$ cat src/rtl/serial_mant_mult_ctrl.sv
// Bit-serial shift-and-add significand multiplier sequencer. One external
// 1-bit full adder is time-shared across every bit of every partial product.
module serial_mant_mult_ctrl #(
    parameter int W  = 24,
    parameter int CW = 5
) (
    input  logic           clk,
    input  logic           rst_n,
    input  logic           in_valid,
    output logic           in_ready,
    input  logic [W-1:0]   a_in,
    input  logic [W-1:0]   b_in,
    output logic           out_valid,
    input  logic           out_ready,
    output logic [2*W-1:0] product,
    output logic           busy,
    output logic           fa_a,
    output logic           fa_b,
    output logic           fa_ci,
    input  logic           fa_s,
    input  logic           fa_co
);

    typedef enum logic [2:0] {
        IDLE  = 3'd0,
        EVAL  = 3'd1,
        ADD   = 3'd2,
        SHIFT = 3'd3,
        DONE  = 3'd4
    } state_t;

    state_t         state_q, state_d;
    logic [W-1:0]   a_reg_q, a_reg_d;
    logic [W-1:0]   acc_hi_q, acc_hi_d;
    logic [W-1:0]   acc_lo_q, acc_lo_d;
    logic           carry_q, carry_d;
    logic [CW-1:0]  pos_q, pos_d;
    logic [CW-1:0]  bit_cnt_q, bit_cnt_d;

    always_ff @(posedge clk or negedge rst_n) begin
        if (!rst_n) begin
            state_q   <= IDLE;
            a_reg_q   <= '0;
            acc_hi_q  <= '0;
            acc_lo_q  <= '0;
            carry_q   <= 1'b0;
            pos_q     <= '0;
            bit_cnt_q <= '0;
        end else begin
            state_q   <= state_d;
            a_reg_q   <= a_reg_d;
            acc_hi_q  <= acc_hi_d;
            acc_lo_q  <= acc_lo_d;
            carry_q   <= carry_d;
            pos_q     <= pos_d;
            bit_cnt_q <= bit_cnt_d;
        end
    end

    // acc_lo starts as the multiplier and is consumed LSB-first while the
    // product's low half shifts in from acc_hi, so {acc_hi, acc_lo} ends exact.
    always_comb begin
        state_d   = state_q;
        a_reg_d   = a_reg_q;
        acc_hi_d  = acc_hi_q;
        acc_lo_d  = acc_lo_q;
        carry_d   = carry_q;
        pos_d     = pos_q;
        bit_cnt_d = bit_cnt_q;
        in_ready  = 1'b0;
        out_valid = 1'b0;
        busy      = 1'b1;
        fa_a      = 1'b0;
        fa_b      = 1'b0;
        fa_ci     = 1'b0;

        case (state_q)
            IDLE: begin
                in_ready = 1'b1;
                busy     = 1'b0;
                if (in_valid) begin
                    a_reg_d   = a_in;
                    acc_hi_d  = '0;
                    acc_lo_d  = b_in;
                    carry_d   = 1'b0;
                    bit_cnt_d = '0;
                    state_d   = EVAL;
                end
            end
            EVAL: begin
                if (acc_lo_q[0]) begin
                    pos_d   = '0;
                    carry_d = 1'b0;
                    state_d = ADD;
                end else begin
                    state_d = SHIFT;
                end
            end
            ADD: begin
                fa_a            = acc_hi_q[pos_q];
                fa_b            = a_reg_q[pos_q];
                fa_ci           = carry_q;
                acc_hi_d[pos_q] = fa_s;
                carry_d         = fa_co;
                pos_d           = pos_q + 1'b1;
                if (pos_q == CW'(W-1))
                    state_d = SHIFT;
            end
            SHIFT: begin
                // Final adder carry becomes the new MSB of the high half.
                acc_hi_d = {carry_q, acc_hi_q[W-1:1]};
                acc_lo_d = {acc_hi_q[0], acc_lo_q[W-1:1]};
                carry_d  = 1'b0;
                if (bit_cnt_q == CW'(W-1)) begin
                    state_d = DONE;
                end else begin
                    bit_cnt_d = bit_cnt_q + 1'b1;
                    state_d   = EVAL;
                end
            end
            DONE: begin
                out_valid = 1'b1;
                if (out_ready)
                    state_d = IDLE;
            end
            default: state_d = IDLE;
        endcase
    end

    assign product = {acc_hi_q, acc_lo_q};

endmodule

$ cat config.mk
export PLATFORM = sky130hd
export DESIGN_NAME = serial_mant_mult_ctrl
export DESIGN_NICKNAME = d
export VERILOG_FILES = /design/src/rtl/serial_mant_mult_ctrl.sv
export SDC_FILE = /design/constraint.sdc
export NUM_CORES = 1
export LEC_CHECK = 0
export ABC_AREA = 1
export CAP_MARGIN = 20
export CELL_PAD_IN_SITES_DETAIL_PLACEMENT = 0
export CELL_PAD_IN_SITES_GLOBAL_PLACEMENT = 1
export CORE_MARGIN = 10
export CORE_UTILIZATION = 33
export DETAILED_ROUTE_END_ITERATION = 10
export HOLD_SLACK_MARGIN = 0.06
export PLACE_DENSITY = 0.81
export REMOVE_ABC_BUFFERS = 1
export SYNTH_ARGS = -nofsm -noshare
export SYNTH_HDL_FRONTEND = slang
export SYNTH_SLANG_ARGS = --single-unit
$ cat constraint.sdc
create_clock -name clk -period 1.6 [get_ports clk]
set_input_delay 0.32 -clock clk [delete_from_list [all_inputs] [get_ports clk]]
set_output_delay 0.32 -clock clk [all_outputs]
set_load 0.01 [all_outputs]
-- Yosys cells after proc, flatten, opt, wreduce, memory -nomap -nowiden
Index checks and enable logic that the tools add are counted.
Widths: inputs -> output; s select.
- register bits: 86
- bits of input ports: 54
- output and inout port bits: 54
- $add $sub $neg: 2
- order comparisons: 2
- eq/ne operators: 11
- muxes and demuxes: 31
- reductions and logical operators: 13
- operators by type and width (kind ; number):
    $pmux 24 s3 ; 1
    $mux 24 ; 2
    $pmux 24 s2 ; 1
    $bwmux 24 ; 1
    $pmux 5 s2 ; 2
    $mux 5 ; 3
    $pmux 3 s5 ; 1
    $mux 1 ; 12
    $mux 3 ; 4
    $add 5x1->5 const B ; 2
    $bmux 1 s5 ; 2
    $eq 5x5->1 const B ; 2
    $ne 2x2->1 const B ; 5
    $reduce_and 3->1 ; 3
    $reduce_and 2->1 ; 4
    $eq 3x2->1 const B ; 2
    $lt 5x6->1 const B ; 1
    $demux 1 s5 ; 1
    $ge 5x1->1 const B ; 1
    $pmux 1 s4 ; 1
    $reduce_bool 2->1 ; 2
    $reduce_bool 4->1 ; 1
    $eq 3x1->1 const B ; 1
    $eq 3x3->1 const B ; 1
    other kinds (3) ; 3

-- Depth between registers and ports, before layout
Gate-level depths: netlist of the first run.
- depth after elaboration: 6
- gate-level depth with buffers: 10
- gate-level depth less buffers: 8

-- Least setup slack after synthesis of the first run
OpenSTA, ideal clock, no wires.
- kind: register to output
- from: reg pos_q[0]
- to: out fa_a
- arrival time: 1284 ps
- required time: 1280 ps
- slack: -4 ps
- stages on the path, launching flop included: 9
- buffers on the path: 1
- cell sequence: dfrtp_1 inv_1 buf_2 nor2_1 o21ai_0 nand2_1 nand2_1 inv_1 a21oi_1
- cells in the longest elaborated chain, start to end: 3
- RTL lines (what ; line ; text):
    start, declared ; 37 ; logic [CW-1:0] pos_q, pos_d;
    start signal, assigned ; 55 ; pos_q <= pos_d;
    $bmux 1 s5 ; 100 ; fa_a = acc_hi_q[pos_q];
    $mux 1 (not written as such) ; 100 ;
    $mux 1 ; 77 ; case (state_q)
    end, declared ; 17 ; output logic fa_a,
No other way between the ends. The select of a mux whose other input is x is not followed.

-- Worst setup path after layout of the first run
- from: reg pos_q[0]
- to: out fa_b
- cells in the longest elaborated chain, start to end: 3
- RTL lines (what ; line ; text):
    $bmux 1 s5 ; 101 ; fa_b = a_reg_q[pos_q];
    $mux 1 (not written as such) ; 101 ;
    $mux 1 ; 77 ;
    end, declared ; 18 ; output logic fa_b,
No other way between the ends. The select of a mux whose other input is x is not followed.

==> metrics, run 1 <==
status finished, violations left; violations in the final reports setup timing; average cell area after synthesis 7.578 um^2; post-synthesis cell type count 30; Area growth, synth to finish 61.62%; crit-path max FO 18; top cells by instance count after synthesis sky130_fd_sc_hd__nand2_1, sky130_fd_sc_hd__inv_1, sky130_fd_sc_hd__dfrtp_1; min setup slack post-route -419.3 ps; worst clock skew 7.458 ps; predominant post-synthesis flop cell sky130_fd_sc_hd__dfrtp_1; Die Y-Extent 141.0 um; HPWL after DPL 11,520 um; cell at the root of the clock tree sky130_fd_sc_hd__clkbuf_16; critical path startpoint category register; worst slew slack as a fraction of its limit 74.01%; number of enable-type register cells in the synthesized netlist 0; total area of multi-input combinational cells 2405 um^2; portion of total power attributed to sequential cells 24.6%; leakage power summed over all cells 0.003829 uW; Clk network pwr share 13.3%; placeable core area 14,420 um^2; overall routing resource usage 15.41%; number of global-route vias before repair 5,252; Slew Viols, Final 0; sequential cell area 2153 um^2; # H-tree levels 3; average wire per standard cell 15.49 um; clock slew at the register clock pins of the worst setup and hold paths 60 ps; clock tree from TritonCTS built; crit path DAT 1700 ps; Detail Route Antenna Nets 0; number of instances in the placed design 1,013; synthesized area 4835 um^2; FILL cells 1,370; final wirelength 16,240 um; total negative slack for setup checks -879.1 ps; max-cap check violation count 0; Post-Route Utilization 54.17%; hold violation total from the final report 0; Port Buf Inserts 107; number of antenna violations at the first check in global routing 0; pwr dens 1885 nW/um^2; cells taking the most area after synthesis sky130_fd_sc_hd__dfrtp_1, sky130_fd_sc_hd__nand2_1, sky130_fd_sc_hd__inv_1; fraction of layout instances using a drive strength above 1 26.39%; detailed router's first-iteration violation count 266; number of detailed-route iterations in the first pass 4; post-route design area 7814 um^2; cell with the most instances after synthesis sky130_fd_sc_hd__nand2_1; number of instances in the synthesized netlist 638; critical path capture point type primary output; unrepaired setup endpoints after global routing yes; clk sink count 86; type of the most critical hold path input port to async pin; critical path start-end classification register to primary output; post-route clock period utilization 126.2%; Net Sw Power 6162 uW; Reg2Reg Capture Point a_reg_q[13]$_DFFE_PN0P_; total congestion overflow after global routing 0; area after detailed placement 6919 um^2; Reg2Reg Launch Point state_q[0]$_DFFE_PN0P_; VDD IR-drop max 0.8747 mV; die area 19,890 um^2; P_int 8568 uW; transition time of the tightest slew-check pin 389.9 ps; fraction of power spent switching nets 41.83%; vias per inst 4.911; proportion of synthesized flip-flops having asynchronous set or reset 100.0%; clock period minus worst slack 2019 ps; reg-to-reg slack, setup 30 ps; FF-to-FF path depth 9; maximum number of pins on one net before global-route repair 49; placement row count 44; Residual DRC 0; Synth Register Bits 86; sequential fraction of the synthesis area 44.51%; worst hold slack 440.8 ps; number of ports placed on the die boundary 108; fin cells 1,048; Skew-Pair Late Insertion Delay 340 ps; Antenna Cells 0; area share of the largest cell type after synthesis 44.51%; buffer levels on the longest clock path 2; setup-violating endpoint count in the final report 4; achievable frequency 495.2 MHz; count of warnings emitted by yosys 0; layout net count 923; wire length of the first global-routing pass 25,470 um; logic gate share of total power 62.1%; via count 5,147; area leader, netlist sky130_fd_sc_hd__dfrtp_1; Chip Width 141.0 um; routability cong. 0.8578; Crit path required time 1280 ps; number of buffers added by the clock tree synthesis step 9; initial standard-cell utilization of the core 33.52%
==> per-layer routing <==
metal  share of wire [%]  global-route usage, %  wire, um  vias up
met5                   0                      0         0        -
met4                 1.5                  5.543       250        0
met3                 7.6                  5.375      1235       19
met2                  47                  24.66      7694      130
met1                  43                  18.72      7055     2477
li1                    -                      -         -     2521
==> power by group through the flow <==
stage / Sequential, uW / Combinational [uW] / Clock (uW)
6_report: 3630 / 9140 / 1960
5_1_grt: 3740 / 10100 / 2100
4_1_cts: 3620 / 8040 / 2020
3_5_place_dp: 3620 / 8060 / 0
3_3_place_gp: 3580 / 7970 / 0
2_1_floorplan: 3930 / 3380 / 0
==> per-stage QoR <==
stage	setup slack, ps	power, uW
6_report	-419.3	14730
3_3_place_gp	-579.0	11560
2_1_floorplan	-662.8	7315
5_1_grt	-561.2	15930
3_5_place_dp	-574.3	11680
4_1_cts	-466.5	13690
==> placed cells by master (no fill, tap or decap), types with 10 or more instances in the layout <==
master / instances
sky130_fd_sc_hd__dfrtp_1: 85
sky130_fd_sc_hd__clkbuf_16: 17
sky130_fd_sc_hd__buf_4: 110
sky130_fd_sc_hd__dlymetal6s2s_1: 11
sky130_fd_sc_hd__nor2_2: 10
sky130_fd_sc_hd__a21oi_2: 13
sky130_fd_sc_hd__buf_6: 10
sky130_fd_sc_hd__nor2_1: 12
sky130_fd_sc_hd__o21ai_0: 54
sky130_fd_sc_hd__dlygate4sd2_1: 32
sky130_fd_sc_hd__nor2_4: 19
sky130_fd_sc_hd__clkdlybuf4s50_1: 57
sky130_fd_sc_hd__o211ai_1: 48
sky130_fd_sc_hd__a21oi_1: 11
sky130_fd_sc_hd__inv_1: 93
sky130_fd_sc_hd__nand3_1: 67
sky130_fd_sc_hd__nand2_1: 141
==> worst max-delay path by stage <==
stage | start | to | slack [ps] | cells after the start
2_1_floorplan | state_q[2]$_DFFE_PN0P_ | fa_a | -660 | 5
3_3_place_gp | pos_q[0]$_DFFE_PN0P_ | fa_b | -580 | 10
3_5_place_dp | pos_q[0]$_DFFE_PN0P_ | fa_b | -570 | 10
4_1_cts | pos_q[0]$_DFFE_PN0P_ | fa_b | -470 | 10
5_1_grt | pos_q[0]$_DFFE_PN0P_ | fa_b | -560 | 10
6_report | pos_q[0]$_DFFE_PN0P_ | fa_b | -420 | 10
==> area by class of cell <==
type	count	area share [%]
multi-input combinational	420	30.78
clock inverter	3	0.2882
tap	184	2.946
clock buffer	11	3.106
inverter	102	5.060
timing repair buffer	242	30.26
sequential	86	27.56
==> what timing repair did <==
item,in CTS,in global routing
hold endpoints to repair,22,0
hold buffers,1,0
buffers inserted,2,10
endpoints found under the setup margin,62,68
pin swaps,4,16
gates cloned,1,9
gates resized for setup,79,96
==> worst max-delay path, stage by stage (launching register included) <==
cell	delay, ps
sky130_fd_sc_hd__dfrtp_2	440
sky130_fd_sc_hd__inv_2	70
sky130_fd_sc_hd__buf_12	150
sky130_fd_sc_hd__nand2_1	50
sky130_fd_sc_hd__nand3_1	60
sky130_fd_sc_hd__nand2_1	100
sky130_fd_sc_hd__nand2_1	50
sky130_fd_sc_hd__nand2_1	70
sky130_fd_sc_hd__nor2_1	50
sky130_fd_sc_hd__a21oi_2	160
sky130_fd_sc_hd__buf_2	160
==> state kept, by name, indices dropped and copies added, names as in the netlist <==
| signal | flops |
|---|---|
| acc_lo_q | 24 |
| carry_q | 1 |
| acc_hi_q | 24 |
| a_reg_q | 24 |
| bit_cnt_q | 5 |
| pos_q | 5 |
| state_q | 3 |
==> cell families after synthesis <==
| kind of cell | after synthesis | synth area share, % |
|---|---|---|
| buffers and inverters | 133 | 11.65 |
| adders and majority gates | 8 | 2.070 |
| and+or+nand+nor | 269 | 23.58 |
| xor gates and xnor gates | 2 | 0.3624 |
| DFF | 86 | 44.51 |
| AOI/OAI and AO/OA | 136 | 16.90 |
| muxes | 4 | 0.9316 |
(Power assumes the default switching activity.)
==> inputs of run 2 (changes only) <==
--- a/config.mk
+++ b/config.mk
@@ -15,6 +15,7 @@
 export HOLD_SLACK_MARGIN = 0.06
 export PLACE_DENSITY = 0.81
 export REMOVE_ABC_BUFFERS = 1
+export SLEW_MARGIN = 10
 export SYNTH_ARGS = -nofsm -noshare
 export SYNTH_HDL_FRONTEND = slang
 export SYNTH_SLANG_ARGS = --single-unit
==> results of run 2 <==
The final DEF is identical to that of run 1; final timing and power are the same.
==> inputs of run 3 (changes only) <==
--- a/config.mk
+++ b/config.mk
@@ -19,3 +19,4 @@
 export SYNTH_ARGS = -nofsm -noshare
 export SYNTH_HDL_FRONTEND = slang
 export SYNTH_SLANG_ARGS = --single-unit
+export TNS_END_PERCENT = 10
==> run 3 against run 2 <==
The run still ends with setup timing left. Via count decreased by 2.6%. Maximum frequency fell by 0.65%. Combinational power shrank 9.7%. Largest cell class unchanged.
==> metrics, run 3 (synthesized netlist as in run 1, its figures left out) <==
status finished, violations left; violations in the final reports setup timing; Area growth, synth to finish 53.03%; cell at the root of the clock tree sky130_fd_sc_hd__clkbuf_16; # H-tree levels 3 (unchanged); commonest non-fill, non-tap cell in the layout sky130_fd_sc_hd__nand2_1; max-cap check violation count 0 (unchanged); initial standard-cell utilization of the core 33.52% (unchanged); sequential cell area 2153 um^2 (unchanged); clk sink count 86 (unchanged); Die Y-Extent 141.0 um (unchanged); worst hold slack 445.9 ps (+5.126 ps); worst clock skew 8.118 ps (+0.6599 ps); final wirelength 15,290 um (-5.8%); critical path capture point type primary output; wire length of the first global-routing pass 25,470 um (unchanged); Detail Route Antenna Nets 0 (unchanged); number of global-route vias before repair 5,252 (unchanged); worst-case setup slack after placement -574.3 ps (unchanged); FILL cells 1,425 (+4.0%); clock period minus worst slack 2033 ps (+13.25 ps); P_int 8017 uW (-6.4%); type of the most critical hold path input port to async pin; Skew-Pair Late Insertion Delay 340 ps (about the same); worst slew slack as a fraction of its limit 73.68% (-0.33 points); number of antenna violations at the first check in global routing 0 (unchanged); fraction of layout instances using a drive strength above 1 23.18% (-3.2 points); portion of total power attributed to sequential cells 26.2% (+1.6 points); overall routing resource usage 15.41% (unchanged); routability cong. 0.8578 (unchanged); top library cells by usage in the layout, fill and taps aside sky130_fd_sc_hd__nand2_1, sky130_fd_sc_hd__buf_4, sky130_fd_sc_hd__inv_1, sky130_fd_sc_hd__dfrtp_1, sky130_fd_sc_hd__nand3_1; unrepaired setup endpoints after global routing yes; placement row count 44 (unchanged); largest registers a_reg_q: 24 flops, acc_hi_q: 24 flops, acc_lo_q: 24 flops; clock tree from TritonCTS built; transition time of the tightest slew-check pin 394.8 ps (+4.964 ps); Crit path required time 1280 ps (about the same); achievable frequency 492.0 MHz (-0.65%); via count 5,011 (-2.6%); setup-violating endpoint count in the final report 4 (unchanged); number of instances in the placed design 1,013 (unchanged); fraction of power spent switching nets 42.08% (+0.25 points); number of ports placed on the die boundary 108 (unchanged); total area of multi-input combinational cells 2245 um^2 (-6.7%); Slew Viols, Final 0 (unchanged); layout net count 909 (-1.5%); Net Sw Power 5825 uW (-5.5%); overall power of the completed layout 13,840 uW (-6.0%); HPWL after DPL 11,520 um (unchanged); buffer levels on the longest clock path 2 (unchanged); fin cells 1,034 (-1.3%); detailed router's first-iteration violation count 261 (-1.9%); crit path DAT 1710 ps (about the same); FF-to-FF path depth 8 (-1); number of detailed-route iterations in the first pass 4 (unchanged); placeable core area 14,420 um^2 (unchanged); Port Buf Inserts 107 (unchanged); total congestion overflow after global routing 0 (unchanged); min setup slack post-route -432.6 ps (-13.25 ps); critical path startpoint category register; Residual DRC 0 (unchanged); pwr dens 1871 nW/um^2 (-0.75%); die area 19,890 um^2 (unchanged); leakage power summed over all cells 0.003685 uW (-3.7%); crit-path max FO 18 (unchanged); post-route clock period utilization 127.0% (+0.83 points); Antenna Cells 0 (unchanged); logic gate share of total power 59.6% (-2.5 points); maximum number of pins on one net before global-route repair 49 (unchanged); critical path start-end classification register to primary output; average wire per standard cell 14.78 um (-4.6%); number of buffers added by the clock tree synthesis step 9 (unchanged); clock slew at the register clock pins of the worst setup and hold paths 60 ps (about the same); VDD IR-drop max 0.9295 mV (+6.3%); Chip Width 141.0 um (unchanged); vias per inst 4.846 (-1.3%); hold violation total from the final report 0 (unchanged); Clk network pwr share 14.1% (+0.8 points)
-- run 3: changes by cell type in the layout (fill, tap and decap cells not counted), moves of 2 or more --
cell	change
sky130_fd_sc_hd__inv_4	+2
sky130_fd_sc_hd__a21oi_1	+10
sky130_fd_sc_hd__o21ai_0	-4
sky130_fd_sc_hd__buf_4	-5
sky130_fd_sc_hd__nand2_8	-2
sky130_fd_sc_hd__nor2_2	+6
sky130_fd_sc_hd__nand2_2	+2
sky130_fd_sc_hd__o21ai_1	+3
sky130_fd_sc_hd__a21oi_2	-10
sky130_fd_sc_hd__nor2_1	+7
sky130_fd_sc_hd__clkbuf_16	-7
sky130_fd_sc_hd__inv_6	-2
sky130_fd_sc_hd__nor2_4	-13
-- run 3: critical path: stages (launching register included) --
cell and delay (ps):
sky130_fd_sc_hd__dfrtp_2 440, sky130_fd_sc_hd__inv_2 70, sky130_fd_sc_hd__buf_12 150, sky130_fd_sc_hd__nand2_1 50, sky130_fd_sc_hd__nand3_1 60, sky130_fd_sc_hd__nand2_1 100, sky130_fd_sc_hd__nand2_1 60, sky130_fd_sc_hd__nand2_1 70
sky130_fd_sc_hd__nor2_1 50, sky130_fd_sc_hd__a21oi_2 160, sky130_fd_sc_hd__buf_2 170
-- run 3: layout make-up --
cell class	count	area share, %
flip-flops and latches	86	29.11
well taps	184	3.112
inverters	102	5.277
multi-input cells	419	30.34
clock inverters	3	0.3044
clock buffers	11	3.281
repair buffers	229	28.58
-- run 3: final timing paths --
| check | from | endpoint | slack (ps) |
|---|---|---|---|
| min in group clk | carry_q$_DFFE_PN0P_ | carry_q$_DFFE_PN0P_ | 510 |
| min reg2reg | carry_q$_DFFE_PN0P_ | carry_q$_DFFE_PN0P_ | 510 |
| max | pos_q[0]$_DFFE_PN0P_ | fa_b | -430 |
| max in group asynchronous | rst_n | pos_q[0]$_DFFE_PN0P_ | 620 |
| max reg2reg | state_q[0]$_DFFE_PN0P_ | state_q[0]$_DFFE_PN0P_ | 50 |
| min | rst_n | a_reg_q[8]$_DFFE_PN0P_ | 450 |
-- run 3: metal layers --
metal	share of wire, %	wire (um)	vias to the layer above	GRT usage [%]
li1	-	-	2496	-
met1	44	6737	2357	18.72
met2	46	7034	139	24.66
met3	8.3	1265	19	5.375
met4	1.6	250	0	5.543
met5	0	0	-	0
-- run 3: repair_timing --
action,CTS,global route
pin swaps,4,14
hold endpoints to repair,22,0
gates resized for setup,79,57
endpoints found under the setup margin,62,68
buffers inserted,2,4
gates cloned,1,1
hold buffers,1,0
-- run 3: metrics by stage --
step	util (%)	cell area, um^2	setup TNS (ps)
2_1_floorplan	-	4657	-27780
5_1_grt	51.29	7398	-2628
3_5_place_dp	47.97	6919	-2934
6_report	51.29	7398	-888.5
4_1_cts	50.00	7212	-998.8
3_3_place_gp	47.97	6919	-2373
-- run 3: power by group through the flow --
stage	registers (uW)	clock network, uW	logic (uW)
floorplan	3930	0	3380
global placement	3580	0	7970
detailed placement	3620	0	8060
CTS	3620	2020	8040
global route	3740	2100	9200
finish	3630	1960	8250
